File: src/rtl/dog_palette_pkg.sv
// Shared types and widths for the dog sprite palette arbiter.
// Holds index/colour widths, the RGB bundle and FSM state encoding.
package dog_palette_pkg;

    localparam int IDX_W   = 4;
    localparam int COLOR_W = 4;

    localparam logic [IDX_W-1:0] TRANSPARENT_IDX_DEF = 4'd1;

    typedef struct packed {
        logic [COLOR_W-1:0] red;
        logic [COLOR_W-1:0] green;
        logic [COLOR_W-1:0] blue;
    } rgb_t;

    typedef enum logic [1:0] {
        IDLE   = 2'd0,
        LOOKUP = 2'd1,
        OUT    = 2'd2
    } state_t;

endpackage

File: src/rtl/dog_palette_arbiter_rr.sv
// Combinational round-robin picker: req/ptr/en in, gnt (one-hot)
// and gnt_idx out; search starts at ptr+1 and wraps.
module rr_arbiter #(
    parameter int NUM_REQ = 4,
    parameter int IW      = $clog2(NUM_REQ)
) (
    input  logic [NUM_REQ-1:0] req,
    input  logic [IW-1:0]      ptr,
    input  logic               en,
    output logic [NUM_REQ-1:0] gnt,
    output logic [IW-1:0]      gnt_idx
);

    always_comb begin
        logic          found;
        logic [IW-1:0] k;
        gnt     = '0;
        gnt_idx = '0;
        found   = 1'b0;
        k       = '0;
        for (int i = 1; i <= NUM_REQ; i++) begin
            k = IW'((int'(ptr) + i) % NUM_REQ);
            if (en && !found && req[k]) begin
                found   = 1'b1;
                gnt[k]  = 1'b1;
                gnt_idx = k;
            end
        end
    end

endmodule

File: src/rtl/dog_palette_arbiter.sv
// Round-robin share of one palette lookup with a writable index remap.
// Ports: Clk/Reset, req_* handshake, remap_* write, pal_* lookup, out_* result.
module dog_palette_arbiter
    import dog_palette_pkg::*;
#(
    parameter int               NUM_REQ         = 4,
    parameter logic [IDX_W-1:0] TRANSPARENT_IDX = TRANSPARENT_IDX_DEF,
    localparam int              ID_W            = $clog2(NUM_REQ)
) (
    input  logic                     Clk,
    input  logic                     Reset,
    input  logic [NUM_REQ-1:0]       req_valid,
    input  logic [NUM_REQ*IDX_W-1:0] req_index,
    output logic [NUM_REQ-1:0]       req_ready,
    input  logic                     remap_we,
    input  logic [IDX_W-1:0]         remap_addr,
    input  logic [IDX_W-1:0]         remap_data,
    output logic [IDX_W-1:0]         pal_index,
    input  logic [COLOR_W-1:0]       pal_red,
    input  logic [COLOR_W-1:0]       pal_green,
    input  logic [COLOR_W-1:0]       pal_blue,
    output logic                     out_valid,
    input  logic                     out_ready,
    output logic [ID_W-1:0]          out_id,
    output logic [COLOR_W-1:0]       out_red,
    output logic [COLOR_W-1:0]       out_green,
    output logic [COLOR_W-1:0]       out_blue,
    output logic                     out_transparent
);

    state_t             state;
    logic [ID_W-1:0]    ptr;
    logic [ID_W-1:0]    gnt_idx;
    logic [NUM_REQ-1:0] gnt;
    logic [IDX_W-1:0]   raw_idx;
    logic [IDX_W-1:0]   remap [2**IDX_W];
    rgb_t               pal_rgb;
    rgb_t               out_rgb;

    // Gating with Reset keeps a requester from seeing a handshake
    // on an edge that the reset will discard.
    rr_arbiter #(
        .NUM_REQ(NUM_REQ),
        .IW     (ID_W)
    ) u_arb (
        .req    (req_valid),
        .ptr    (ptr),
        .en     (state == IDLE && !Reset),
        .gnt    (gnt),
        .gnt_idx(gnt_idx)
    );

    assign req_ready = gnt;

    // One-hot grant selects the raw index; no variable part-select.
    always_comb begin
        raw_idx = '0;
        for (int i = 0; i < NUM_REQ; i++) begin
            if (gnt[i]) raw_idx = req_index[i*IDX_W +: IDX_W];
        end
    end

    assign pal_rgb   = {pal_red, pal_green, pal_blue};
    assign out_red   = out_rgb.red;
    assign out_green = out_rgb.green;
    assign out_blue  = out_rgb.blue;

    // Grant reads before the write lands, so a same-cycle
    // write to the granted entry affects only later lookups.
    always_ff @(posedge Clk) begin
        if (Reset) begin
            for (int k = 0; k < 2**IDX_W; k++) begin
                remap[k] <= IDX_W'(k);
            end
        end else if (remap_we) begin
            remap[remap_addr] <= remap_data;
        end
    end

    always_ff @(posedge Clk) begin
        if (Reset) begin
            state           <= IDLE;
            ptr             <= ID_W'(NUM_REQ - 1);
            pal_index       <= '0;
            out_id          <= '0;
            out_rgb         <= '0;
            out_valid       <= 1'b0;
            out_transparent <= 1'b0;
        end else begin
            unique case (state)
                IDLE: begin
                    if (|gnt) begin
                        pal_index <= remap[raw_idx];
                        out_id    <= gnt_idx;
                        ptr       <= gnt_idx;
                        state     <= LOOKUP;
                    end
                end
                LOOKUP: begin
                    out_rgb         <= pal_rgb;
                    out_transparent <= (pal_index == TRANSPARENT_IDX);
                    out_valid       <= 1'b1;
                    state           <= OUT;
                end
                OUT: begin
                    if (out_ready) begin
                        out_valid <= 1'b0;
                        state     <= IDLE;
                    end
                end
                default: state <= IDLE;
            endcase
        end
    end

endmodule

File: config.mk
export PLATFORM = sky130hd
export DESIGN_NAME = dog_palette_arbiter
export DESIGN_NICKNAME = d
export VERILOG_FILES = /design/src/rtl/dog_palette_pkg.sv /design/src/rtl/dog_palette_arbiter_rr.sv /design/src/rtl/dog_palette_arbiter.sv
export SDC_FILE = /design/constraint.sdc
export NUM_CORES = 1
export LEC_CHECK = 0
export ABC_AREA = 1
export CAP_MARGIN = 0
export CELL_PAD_IN_SITES_DETAIL_PLACEMENT = 0
export CELL_PAD_IN_SITES_GLOBAL_PLACEMENT = 1
export CORE_MARGIN = 2
export CORE_UTILIZATION = 31
export CTS_BUF_LIST = sky130_fd_sc_hd__clkbuf_2
export DETAILED_ROUTE_END_ITERATION = 8
export PLACE_DENSITY_LB_ADDON = 0.1
export SLEW_MARGIN = 0
export SYNTH_ARGS = -nofsm -noshare
export SYNTH_HDL_FRONTEND = slang
export SYNTH_HIERARCHICAL = 1
export SYNTH_SLANG_ARGS = --single-unit
File: constraint.sdc
create_clock -name Clk -period 3.8 [get_ports Clk]
set_clock_uncertainty 0.2 [all_clocks]
set_input_delay 0.76 -clock Clk [delete_from_list [all_inputs] [get_ports Clk]]
set_output_delay 0.76 -clock Clk [all_outputs]
set_load 0.01 [all_outputs]
# Word level (Yosys, flattened, before mapping)
# Memory sizes are Yosys's and may differ from the RTL's. A register that Yosys moved wholly into a read port is not among the register bits.
# Cells that the tools add are included.
# word_totals
regBits	20
mem_bits_rw	64
inputBits	44
output_inout_bits	24
elab_cells	96
mem_count	1
# mem_list
name	words	width	read_ports	rd_clocked_by_memory_dff	wr	line	text
remap	16	4	1	1	16	dog_palette_arbiter.sv:36	logic [IDX_W-1:0] remap [2**IDX_W];
# op_classes
addsub	4
magnitude_cmp	8
eq_ne	5
n_mux	44
n_bitwise	3
reduce_logical	23
# ops
op	n
two-way mux 4 bit	10
two-way mux 1 bit	18
logical AND 1 bit	12
< comparator 2 x 3 -> 1 bit (second input constant)	4
two-way mux 2 bit	6
bitwise OR 4 bit	3
binary-select mux 1 bit (select 2 bit)	4
demux 1 bit (select 2 bit)	4
greater-or-equal comparator 2 x 1 -> 1 bit (second input constant)	4
OR reduction 4 bit	2
case mux 2 bit (3 select lines)	1
AND reduction 2 bit	3
adder 2 x 1 -> 2 bit (second input constant)	2
adder 2 bit (second input constant)	2
equality test 4 x 1 -> 1 bit (second input constant)	1
zero test 1 bit	4
equality test 2 x 1 -> 1 bit (second input constant)	1
equality test 2 bit (second input constant)	1
zero test 2 bit	1
!= test 2 x 1 -> 1 bit (second input constant)	1
!= test 2 bit (second input constant)	1
case mux 1 bit (2 select lines)	1
nonzero test 2 bit	1

# Logic depth before layout (Yosys ltp)
# Gate-level depths: netlist (run 1).
# depth
depth_word	21
mapped_depth	22
ltp_nobuf	21

# Hierarchy
# The synthesis (run 1) kept the hierarchy.
# by_module_without_submodules
module	instances	cells_each	area_each_um2	seq_area_each_um2
dog_palette_arbiter	1	477	4167.7	2402.3
rr_arbiter	1	83	496.7	0.0

# Worst setup path after synthesis (run 1)
# Ideal clock, no wire load.
# synth_path
path_kind	reg-to-reg
from	register ptr[0]
to	register pal_index[1] (read register of remap)
setup_time_ns	0.122
arrival_ns	2.862
required_ns	3.478
setup_slack_ns	0.616
stages_incl_launch_ff	23
n_path_buf	2
synth_period_minus_slack_ns	3.184
cell_sequence	dfxtp_1 > inv_2 > ha_1 > inv_1 > nand3_2 > nand2_4 > nand2_2 > nor2_4 > buf_6 > nand3_1 > nand3_1 > inv_2 > nor2_2 > nor2_2 > nand2_4 > nand2_4 > buf_6 > nand2_1 > nand3_1 > nand3_1 > nand3_1 > nand2_1 > a21oi_2
# synth_via
elab_cells_between_ends	58
cone_classes	add/sub (4); order compare (8); mux (27); bitwise (3); reduce/logical (16)
# synth_rtl
item	line	text
start: declaration	dog_palette_arbiter.sv:32	logic [ID_W-1:0] ptr;
start signal: assignment	dog_palette_arbiter.sv:83	ptr <= ID_W'(NUM_REQ - 1);
start signal: assignment	dog_palette_arbiter.sv:95	ptr <= gnt_idx;
branches (longest 16 deep; another with < comparator 2 x 3 -> 1 bit)	n/a	
two-way mux 4 bit *	dog_palette_arbiter_rr.sv:23	if (en && !found && req[k]) begin
named net req_ready[2]	dog_palette_arbiter.sv:14	output logic [NUM_REQ-1:0] req_ready,
OR reduction 4 bit or two-way mux 4 bit (tied branches)	dog_palette_arbiter.sv:92, dog_palette_arbiter.sv:59	
AND reduction 2 bit (no source line) or two-way mux 4 bit (tied branches)	n/a	
end: declaration	dog_palette_arbiter.sv:18	output logic [IDX_W-1:0] pal_index,
# Mark *: on every way through the listed nets, which the timed path passes. The select of a mux whose other input is x is not followed.
# A chain may end at the register's enable or synchronous reset.

# Worst setup path after layout (run 1)
# layout_path
from	register ptr[0]
to	output port req_ready[1]
# layout_via
elab_chain_len	17
elab_cells_between_ends	52
cone_classes	add/sub (4); order compare (8); mux (23); bitwise (3); reduce/logical (14)
# layout_rtl
item	line
branches (longest 16 deep; another with < comparator 2 x 3 -> 1 bit)	n/a
two-way mux 4 bit *	dog_palette_arbiter_rr.sv:23
end: declaration	dog_palette_arbiter.sv:14
# Every way passes the cells marked *. The select of a mux whose other input is x is not followed.

==> results of run 1 <==
==> final cells by class <==
| class | count | area (um2) |
|---|---|---|
| Clock buffer | 9 | 45.0 |
| Inverter | 52 | 198 |
| Multi-Input combinational cell | 396 | 1920 |
| Tap cell | 184 | 230 |
| Fill cell | 1488 | 8950 |
| Sequential cell | 88 | 2400 |
| Clock inverter | 7 | 67.6 |
| Timing Repair Buffer | 86 | 833 |
==> stage by stage <==
stage / power [uW] / util / setup WS, ns / TNS [ns] / hold WS, ns
4_1_cts: 3740 / 0.389 / 0.218 / 0 / 0.283
6_report: 3680 / 0.389 / 0.245 / 0 / 0.283
2_1_floorplan: 2660 / - / 0.616 / 0 / 0.278
3_5_place_dp: 3240 / 0.380 / -0.00749 / -0.00749 / 0.254
3_3_place_gp: 3270 / 0.380 / 0.0158 / 0 / 0.254
5_1_grt: 4030 / 0.389 / 0.0516 / 0 / 0.315
==> synthesized netlist by cell type <==
cell type / instances / area (um2)
nand2_1: 123 / 462
nand3_1: 115 / 576
nor2_1: 84 / 315
edfxtp_1: 64 / 1920
inv_1: 42 / 158
dfxtp_1: 24 / 480
o21ai_0: 18 / 90.1
buf_6: 9 / 101
clkbuf_1: 8 / 30.0
ha_1: 8 / 100
a21oi_1: 7 / 35.0
nand4_1: 7 / 43.8
a21oi_2: 5 / 43.8
buf_2: 5 / 25.0
clkinv_1: 5 / 18.8
inv_2: 5 / 18.8
nand2_2: 5 / 31.3
nand3_2: 4 / 40.0
nand2_4: 3 / 33.8
nor2_2: 3 / 18.8
nor3_1: 3 / 15.0
nor2_4: 2 / 22.5
a211oi_1: 1 / 7.51
a21oi_4: 1 / 16.3
a22oi_1: 1 / 7.51
and2_1: 1 / 6.26
buf_1: 1 / 3.75
buf_4: 1 / 7.51
nand3b_1: 1 / 7.51
nor4_1: 1 / 6.26
o211ai_1: 1 / 7.51
o21ai_1: 1 / 5.00
o21ai_2: 1 / 8.76
==> routing by layer <==
metal | share of wire | routed length (um) | vias to the layer above
li1 | - | - | 2011
met1 | 0.47 | 6100 | 1898
met2 | 0.47 | 6040 | 111
met3 | 0.047 | 606 | 18
met4 | 0.017 | 214 | 0
met5 | 0 | 0 | -
==> registers in the layout (all words and copies together), names as in the netlist <==
| register | cells |
|---|---|
| out_blue | 4 |
| state | 2 |
| out_red | 4 |
| out_id | 2 |
| remap | 64 |
| pal_index | 4 |
| out_green | 4 |
| out_transparent | 1 |
| ptr | 2 |
| out_valid | 1 |
==> power breakdown <==
part	switching, uW	leakage [uW]	internal (uW)
sequential	49.6	0.000823	1130
clock	378	0.0000594	99.1
combinational	1260	0.00134	764
total	1690	0.00223	2000
==> logic make-up (layout without fill, tap and decap cells) <==
family | count (synthesis) | in the layout | synth area share
fa+ha+maj | 8 | 8 | 0.0215
compound gates | 36 | 36 | 0.0475
simple gates | 352 | 352 | 0.338
flops | 88 | 88 | 0.515
buf+inv | 76 | 154 | 0.0778
==> timing repair <==
action                     4_1_cts  5_1_grt
gates resized for setup          9        0
setup endpoints to repair        4        0
setup buffers                    1        0
==> worst max-delay path: cells and delay by family, from the launching register on <==
kind / cells / cell delay [ns]
flops: 1 / 0.40
buf+inv: 3 / 0.54
fa+ha+maj: 1 / 0.24
simple gates: 6 / 0.78
==> worst max-delay path by stage <==
stage          cells past startpoint  slack [ns]            to
2_1_floorplan                     22        0.62  pal_index[1]
3_3_place_gp                      14        0.02        ptr[1]
3_5_place_dp                      14      -0.007        ptr[1]
4_1_cts                           10        0.22  req_ready[1]
5_1_grt                           11        0.05  req_ready[1]
6_report                          10        0.24  req_ready[1]
==> out/qor.yml, run 1 <==
gr-usage-met2: 0.274
die_y_um: 127
layout_common_cells: "123 x nand2_1, 114 x nand3_1, 84 x nor2_1"
cts_hold_buf: 0
instances_no_fill: 822
grt_max_degree: 36
path_cells: "inv_4 -> ha_4 -> inv_2 -> nand3_2 -> nand2_4 -> nand2_2 -> nor2_4 -> nand3_1 -> nand3_1 -> dlygate4sd2_1"
cp-start-kind: "flip-flop"
diodes: 0
clk_latency_ns: 0.62
vdd_drop_max_mv: 0.200
viasPerCell: 4.91
cts_buffers: 9
final_antenna_net_count: 0
grt_pass1_vias: 3945
grt_pass1_wl_um: 20800
root_buffer: "clkbuf_2"
drive_above_1_share: 0.107
mappedNetlistArea_um2: 4660
placedCellCount: 805
place.detailed.hpwl_um: 9330
fin_nets: 685
yosysSeqAreaShare: 0.515
slowest_delay_ns: 0.40
avgRoutedWirePerCell_um: 15.8
whs_path_depth: 2
met3_usage: 0.0312
ff2ff_setup_slack_ns: 0.54
drt-initial-drc-count: 303
timing.fmax_mhz: 281
crit_path_end_kind: "primary output"
met1_usage: 0.227
first_pass_iters: 5
synth_warnings: 6
powerDensity_nw_per_um2: 647
min_path_type: "flip-flop to flip-flop"
max-slew-margin-rel: 0.411
rr_worst_depth: 15
cts_max_level: 3
grt_overflow: 0
crit_type: "flip-flop to primary output"
ys_ff_latch: 88
clkSinkCount: 88
period_share: 0.936
synthToLayoutAreaGrowth_pct: 22.1
cts.clk_slew.worst_paths_ns: 0.28
synthCells: 560
place_area_um2: 5560
vias: 4038
rsz0062_at_grt: "false"
place.gp.congestion: 0.836
ys_types: 33
setup_violations: 0
grt_usage: 0.169
status: "finished clean"
hold_viol: 0
drc: 0
core_um2: 14600
drv_cap: 0
io_buffer_count: 67
slowest_stage: "dfxtp_2"
dieArea_um2: 16000
antenna_found_initial: 0
worst_r2r_endpoint: "ptr[1]"
stdcell_area_um2: 5690
drt_wl_total_um: 13000
tightest_slew_ns: 0.881
final_common_cell: "nand2_1"
rows: 44
pin_count: 68
p_leak_uw: 0.00223
min_from: "out_id[0]"
cp_common_cell: "nand3_1"
worstPathRequired_ns: 2.84
busiest_layer: "met2"
drv_slew: 0
period_minus_slack_ns: 3.56
cts.path.max_buffers: 2
initial_core_util: 0.319
startpoint: "ptr[0]"
syn_avg_cell_area_um2: 8.33
arrival_ns: 2.60
die_w_um: 127
synth_nets: 612
rr_startpoint: "ptr[0]"
cts_tree: "done"
min_to: "out_id[0]"
worst-path-max-fanout: 10
(Power assumes the default switching activity.)
==> inputs of run 2 (changes only) <==
==> constraint.sdc (replaced) <==
create_clock -name Clk -period 4.15 [get_ports Clk]
set_clock_uncertainty 0.2 [all_clocks]
set_input_delay 0.83 -clock Clk [delete_from_list [all_inputs] [get_ports Clk]]
set_output_delay 0.83 -clock Clk [all_outputs]
set_load 0.01 [all_outputs]
==> run 2 against run 1 <==
First-iteration DRC count rose by 16%. Routed wire length rose by 1.0%. Non-clock buffer count fell by 2. Sequential cell count did not move. Via count fell by 1.8%. Worst setup slack got worse by 0.056 ns. Critical endpoint is now req_ready[2]. Largest power group unchanged.
==> out/qor.yml, run 2 (synthesis results as in run 1) <==
pwr-share-clk: 0.111  # -0.018
rr_startpoint: "ptr[1]"
seqCellArea_um2: 2400  # about the same
timing.fmax_mhz: 252
fin_nets: 683  # -0.29%
root_buffer: "clkbuf_2"
clk_latency_ns: 0.58  # -0.04 ns
sequentialPowerShare: 0.331  # +0.010
setup_violations: 0  # unchanged
min_to: "out_id[1]"
drc: 0  # unchanged
dieArea_um2: 16000  # unchanged
die_y_um: 127  # unchanged
cts_max_level: 3  # unchanged
max-slew-margin-rel: 0.412  # +0.00171
avgRoutedWirePerCell_um: 16.0  # +1.4%
grt_pass1_wl_um: 20700  # -0.83%
die_w_um: 127  # unchanged
cts_tree: "done"
switching_power_uw: 1490  # -12%
layout_common_cells: "123 x nand2_1, 112 x nand3_1, 84 x nor2_1"
hold_viol: 0  # unchanged
swShare: 0.454  # -0.00358
crit_type: "flip-flop to primary output"
final_common_cell: "nand2_1"
powerDensity_nw_per_um2: 581  # -10%
worst-path-max-fanout: 8  # -2
cp-start-kind: "flip-flop"
ff2ff_setup_slack_ns: 0.75  # +0.21 ns
place.detailed.hpwl_um: 9350  # +0.20%
vias: 3967  # -1.8%
whs_path_depth: 2  # unchanged
antenna_found_initial: 0  # unchanged
pin_count: 68  # unchanged
cts_hold_buf: 0  # unchanged
status: "finished clean"
rows: 44  # unchanged
regMostFlops: "remap"
period_share: 0.955
drive_above_1_share: 0.101  # -0.00580
p_leak_uw: 0.00222  # -0.12%
grt_usage: 0.168  # -0.00105
core_um2: 14600  # unchanged
grt_overflow: 0  # unchanged
grt_max_degree: 36  # unchanged
combPwrFrac: 0.557  # +0.008
diodes: 0  # unchanged
place.gp.congestion: 0.802  # -4.1%
drv_slew: 0  # unchanged
crit_path_end_kind: "primary output"
final_antenna_net_count: 0  # unchanged
intPower_uw: 1790  # -10%
viasPerCell: 4.84  # -1.4%
min_path_type: "flip-flop to flip-flop"
drt_wl_total_um: 13100  # +1.0%
rsz0062_at_grt: "false"
drt-initial-drc-count: 350  # +16%
vdd_drop_max_mv: 0.225  # +12%
worstPathRequired_ns: 3.12  # +0.28 ns
clkSinkCount: 88  # unchanged
cts.path.max_buffers: 2  # unchanged
cts.clk_slew.worst_paths_ns: 0.22  # -0.06 ns
synthToLayoutAreaGrowth_pct: 21.2
min_from: "out_id[1]"
multi_input_area_um2: 1920  # +0.26%
worst_r2r_endpoint: "pal_index[2]"
tightest_slew_ns: 0.878  # -0.00256 ns
first_pass_iters: 5  # unchanged
setup_tns_ns: 0  # unchanged
rr_worst_depth: 19  # +4
period_minus_slack_ns: 3.96
drv_cap: 0  # unchanged
initial_core_util: 0.319  # unchanged
io_buffer_count: 67  # unchanged
cts_buffers: 9  # unchanged
arrival_ns: 2.93  # +0.33 ns
largest_register_ffs: 64  # unchanged
grt_pass1_vias: 3981  # +0.91%
fillers: 1559  # +4.8%
timing.hold.ws_ns: 0.284  # +0.00166 ns
[run 2: changes by cell type in the layout (fill, tap and decap cells not counted), sizes merged]
cell,previous run,this run
buf,19,17
clkbuf,9,11
clkdlybuf4s50,63,66
clkinvlp,3,2
dlygate4sd2,4,0
dlymetal6s2s,0,1
inv,49,47
[run 2: layout make-up]
cell class / instances / share of cell area
multi-input cells: 396 / 0.340
clock buffers: 11 / 0.00974
clock inverters: 4 / 0.00398
well taps: 184 / 0.0407
repair buffers: 84 / 0.146
flip-flops and latches: 88 / 0.425
inverters: 52 / 0.0345
[run 2: through the flow]
step / std cells / setup slack (ns) / utilization / cell area [um2] / power [uW]
after floorplan: 560 / 0.966 / - / 4660 / 2440
after global placement: 801 / 0.210 / 0.377 / 5520 / 2920
after detailed placement: 801 / 0.152 / 0.377 / 5520 / 2930
after CTS: 816 / 0.00973 / 0.382 / 5590 / 3300
after global routing: 819 / 0.00889 / 0.386 / 5650 / 3560
final: 819 / 0.189 / 0.386 / 5650 / 3280
[run 2: repair_timing]
action / in CTS / in global routing
setup endpoints to repair: 0 / 4
setup buffers: 0 / 3
resized for setup: 0 / 8
[run 2: how the worst max path moves through the flow]
stage / startpoint / end / slack [ns] / depth (start not counted)
floorplan: ptr[0] / pal_index[1] / 0.97 / 22
global placement: req_valid[3] / pal_index[2] / 0.21 / 16
detailed placement: req_valid[3] / pal_index[2] / 0.15 / 16
CTS: ptr[0] / req_ready[1] / 0.01 / 10
global route: ptr[0] / req_ready[2] / 0.009 / 11
finish: ptr[0] / req_ready[2] / 0.19 / 11
[run 2: power by group through the flow]
stage / clock network, uW / logic (uW) / registers (uW)
floorplan: 0 / 1310 / 1120
global placement: 0 / 1810 / 1110
detailed placement: 0 / 1820 / 1110
CTS: 385 / 1820 / 1090
global route: 412 / 2050 / 1100
finish: 365 / 1830 / 1090
[run 2: metal layers]
| layer | up-vias | global-route usage | share of wire | routed length [um] |
|---|---|---|---|---|
| met3 | 21 | 0.0367 | 0.055 | 722 |
| li1 | 2005 | - | - | - |
| met1 | 1836 | 0.219 | 0.46 | 6030 |
| met4 | 0 | 0.0608 | 0.021 | 271 |
| met5 | - | 0 | 0 | 0 |
| met2 | 105 | 0.275 | 0.46 | 6060 |
[run 2: worst max-delay path, stage by stage (launching register included)]
cell	delay, ns
dfxtp_2	0.40
inv_2	0.04
ha_1	0.36
inv_1	0.14
nand3_2	0.10
nand2_4	0.13
nand2_2	0.08
nor2_4	0.14
buf_12	0.12
nand3_1	0.06
nand3_1	0.20
clkdlybuf4s50_1	0.60
==> inputs of run 3 (changes only) <==
==> constraint.sdc (replaced) <==
create_clock -name Clk -period 4.1 [get_ports Clk]
set_clock_uncertainty 0.2 [all_clocks]
set_input_delay 0.82 -clock Clk [delete_from_list [all_inputs] [get_ports Clk]]
set_output_delay 0.82 -clock Clk [all_outputs]
set_load 0.01 [all_outputs]
==> run 3 against run 2 <==
Routed wire length increased by 0.21%. Power increased by 4.1%. Sequential share of layout area decreased by 0.26 points. Hold slack improved by 0.0086 ns.
==> out/qor.yml, run 3 (synthesis results as in run 1) <==
setup_violations: 0  # unchanged
final_antenna_net_count: 0  # unchanged
min_from: "out_id[1]"
drc: 0  # unchanged
place.detailed.hpwl_um: 9240  # -1.1%
min_path_type: "flip-flop to flip-flop"
status: "finished clean"
max-slew-margin-rel: 0.494  # +0.0816
arrival_ns: 2.85  # -0.08 ns
period_share: 0.943
drt_wl_total_um: 13100  # +0.21%
grt_usage: 0.168  # +0.000450
clk_latency_ns: 0.57  # about the same
min_to: "out_id[1]"
powerDensity_nw_per_um2: 602  # +3.6%
crit_type: "flip-flop to primary output"
initial_core_util: 0.319  # unchanged
rr_worst_depth: 22  # +3
vias: 4029  # +1.6%
ff2ff_setup_slack_ns: 0.59  # -0.16 ns
cts.clk_slew.worst_paths_ns: 0.22  # about the same
cts_tree: "done"
cts_max_level: 3  # unchanged
antenna_found_initial: 0  # unchanged
cts_buffers: 9  # unchanged
rr_startpoint: "ptr[0]"
viasPerCell: 4.91  # +1.3%
worst-path-max-fanout: 10  # +2
hold_viol: 0  # unchanged
drv_slew: 0  # unchanged
instances_no_fill: 821  # +0.24%
avgRoutedWirePerCell_um: 16.0  # about the same
setup_tns_ns: 0  # unchanged
grt_pass1_wl_um: 20700  # about the same
whs_path_depth: 2  # unchanged
worst_r2r_endpoint: "pal_index[2]"
pin_count: 68  # unchanged
diodes: 0  # unchanged
dieArea_um2: 16000  # unchanged
largest_register_ffs: 64  # unchanged
final_common_cell: "nand2_1"
synthToLayoutAreaGrowth_pct: 21.9
grt_max_degree: 36  # unchanged
fin_nets: 685  # +0.29%
grt_overflow: 0  # unchanged
timing.fmax_mhz: 259
rsz0062_at_grt: "false"
place.gp.congestion: 0.802  # about the same
die_y_um: 127  # unchanged
root_buffer: "clkbuf_2"
cp-start-kind: "flip-flop"
vdd_drop_max_mv: 0.173  # -23%
first_pass_iters: 8  # +3
drive_above_1_share: 0.107  # +0.00596
grt_pass1_vias: 3835  # -3.7%
core_um2: 14600  # unchanged
placedCellCount: 802  # +0.12%
period_minus_slack_ns: 3.87
die_w_um: 127  # unchanged
layout_common_cells: "123 x nand2_1, 112 x nand3_1, 84 x nor2_1"
drv_cap: 0  # unchanged
regMostFlops: "remap"
p_leak_uw: 0.00224  # +0.45%
rows: 44  # unchanged
io_buffer_count: 67  # unchanged
tightest_slew_ns: 0.758  # -0.120 ns
clkSinkCount: 88  # unchanged
worstPathRequired_ns: 3.08  # -0.04 ns
timing.hold.ws_ns: 0.293  # +0.00856 ns
cts.path.max_buffers: 2  # unchanged
drt-initial-drc-count: 360  # +2.9%
crit_path_end_kind: "primary output"
run 3: timing repair:
action | in CTS | in global routing
pin swaps | 1 | 1
resized for setup | 2 | 8
endpoints found under the hold margin | 0 | 0
cloned | 0 | 1
hold buffers | 0 | 0
buffers inserted | 2 | 1
setup endpoints to repair | 4 | 4
run 3: cell type report:
| class | instances | area [um2] |
|---|---|---|
| Fill cell | 1485 | 8960 |
| Sequential cell | 88 | 2400 |
| Multi-Input combinational cell | 397 | 1930 |
| Timing Repair Buffer | 85 | 817 |
| Tap cell | 184 | 230 |
| Inverter | 52 | 198 |
| Clock buffer | 11 | 55.1 |
| Clock inverter | 4 | 46.3 |
run 3: worst max-delay path, stage by stage, from the launching register on:
cell           delay (ns)
dfxtp_2              0.40
inv_4                0.08
ha_1                 0.36
inv_2                0.10
nand3_2              0.09
nand2_4              0.13
nand2_2              0.10
nor2_2               0.18
buf_4                0.14
buf_4                0.10
nand3_1              0.06
nand3_1              0.18
dlygate4sd2_1        0.32
run 3: worst max path at each step:
stage                       from           end  slack (ns)
after global routing      ptr[0]  req_ready[3]        0.02
after floorplan           ptr[0]  pal_index[1]        0.92
final                     ptr[0]  req_ready[2]        0.23
after CTS                 ptr[0]  req_ready[3]       0.008
after detailed placement   Reset  req_ready[0]        0.22
after global placement     Reset  req_ready[1]        0.17
run 3: report_power, final:
group	leakage, uW	total, uW	switching [uW]	internal (uW)
logic	0.00135	1890	1190	698
clock network	0.0000654	432	293	139
registers	0.000823	1100	48.3	1050
run 3: metal layers:
metal	share of wire	up-vias	global-route usage
met5	0	-	0
met4	0.013	0	0.0427
met3	0.053	13	0.0401
met2	0.47	127	0.277
met1	0.47	1874	0.224
li1	-	2015	-
run 3: through the flow:
step	area (um2)	setup slack, ns	utilization	total power, uW
floorplan	4660	0.916	-	2470
global placement	5520	0.173	0.377	2980
detailed placement	5520	0.217	0.377	2970
CTS	5640	0.00818	0.385	3420
global route	5680	0.0170	0.388	3700
finish	5680	0.232	0.388	3420
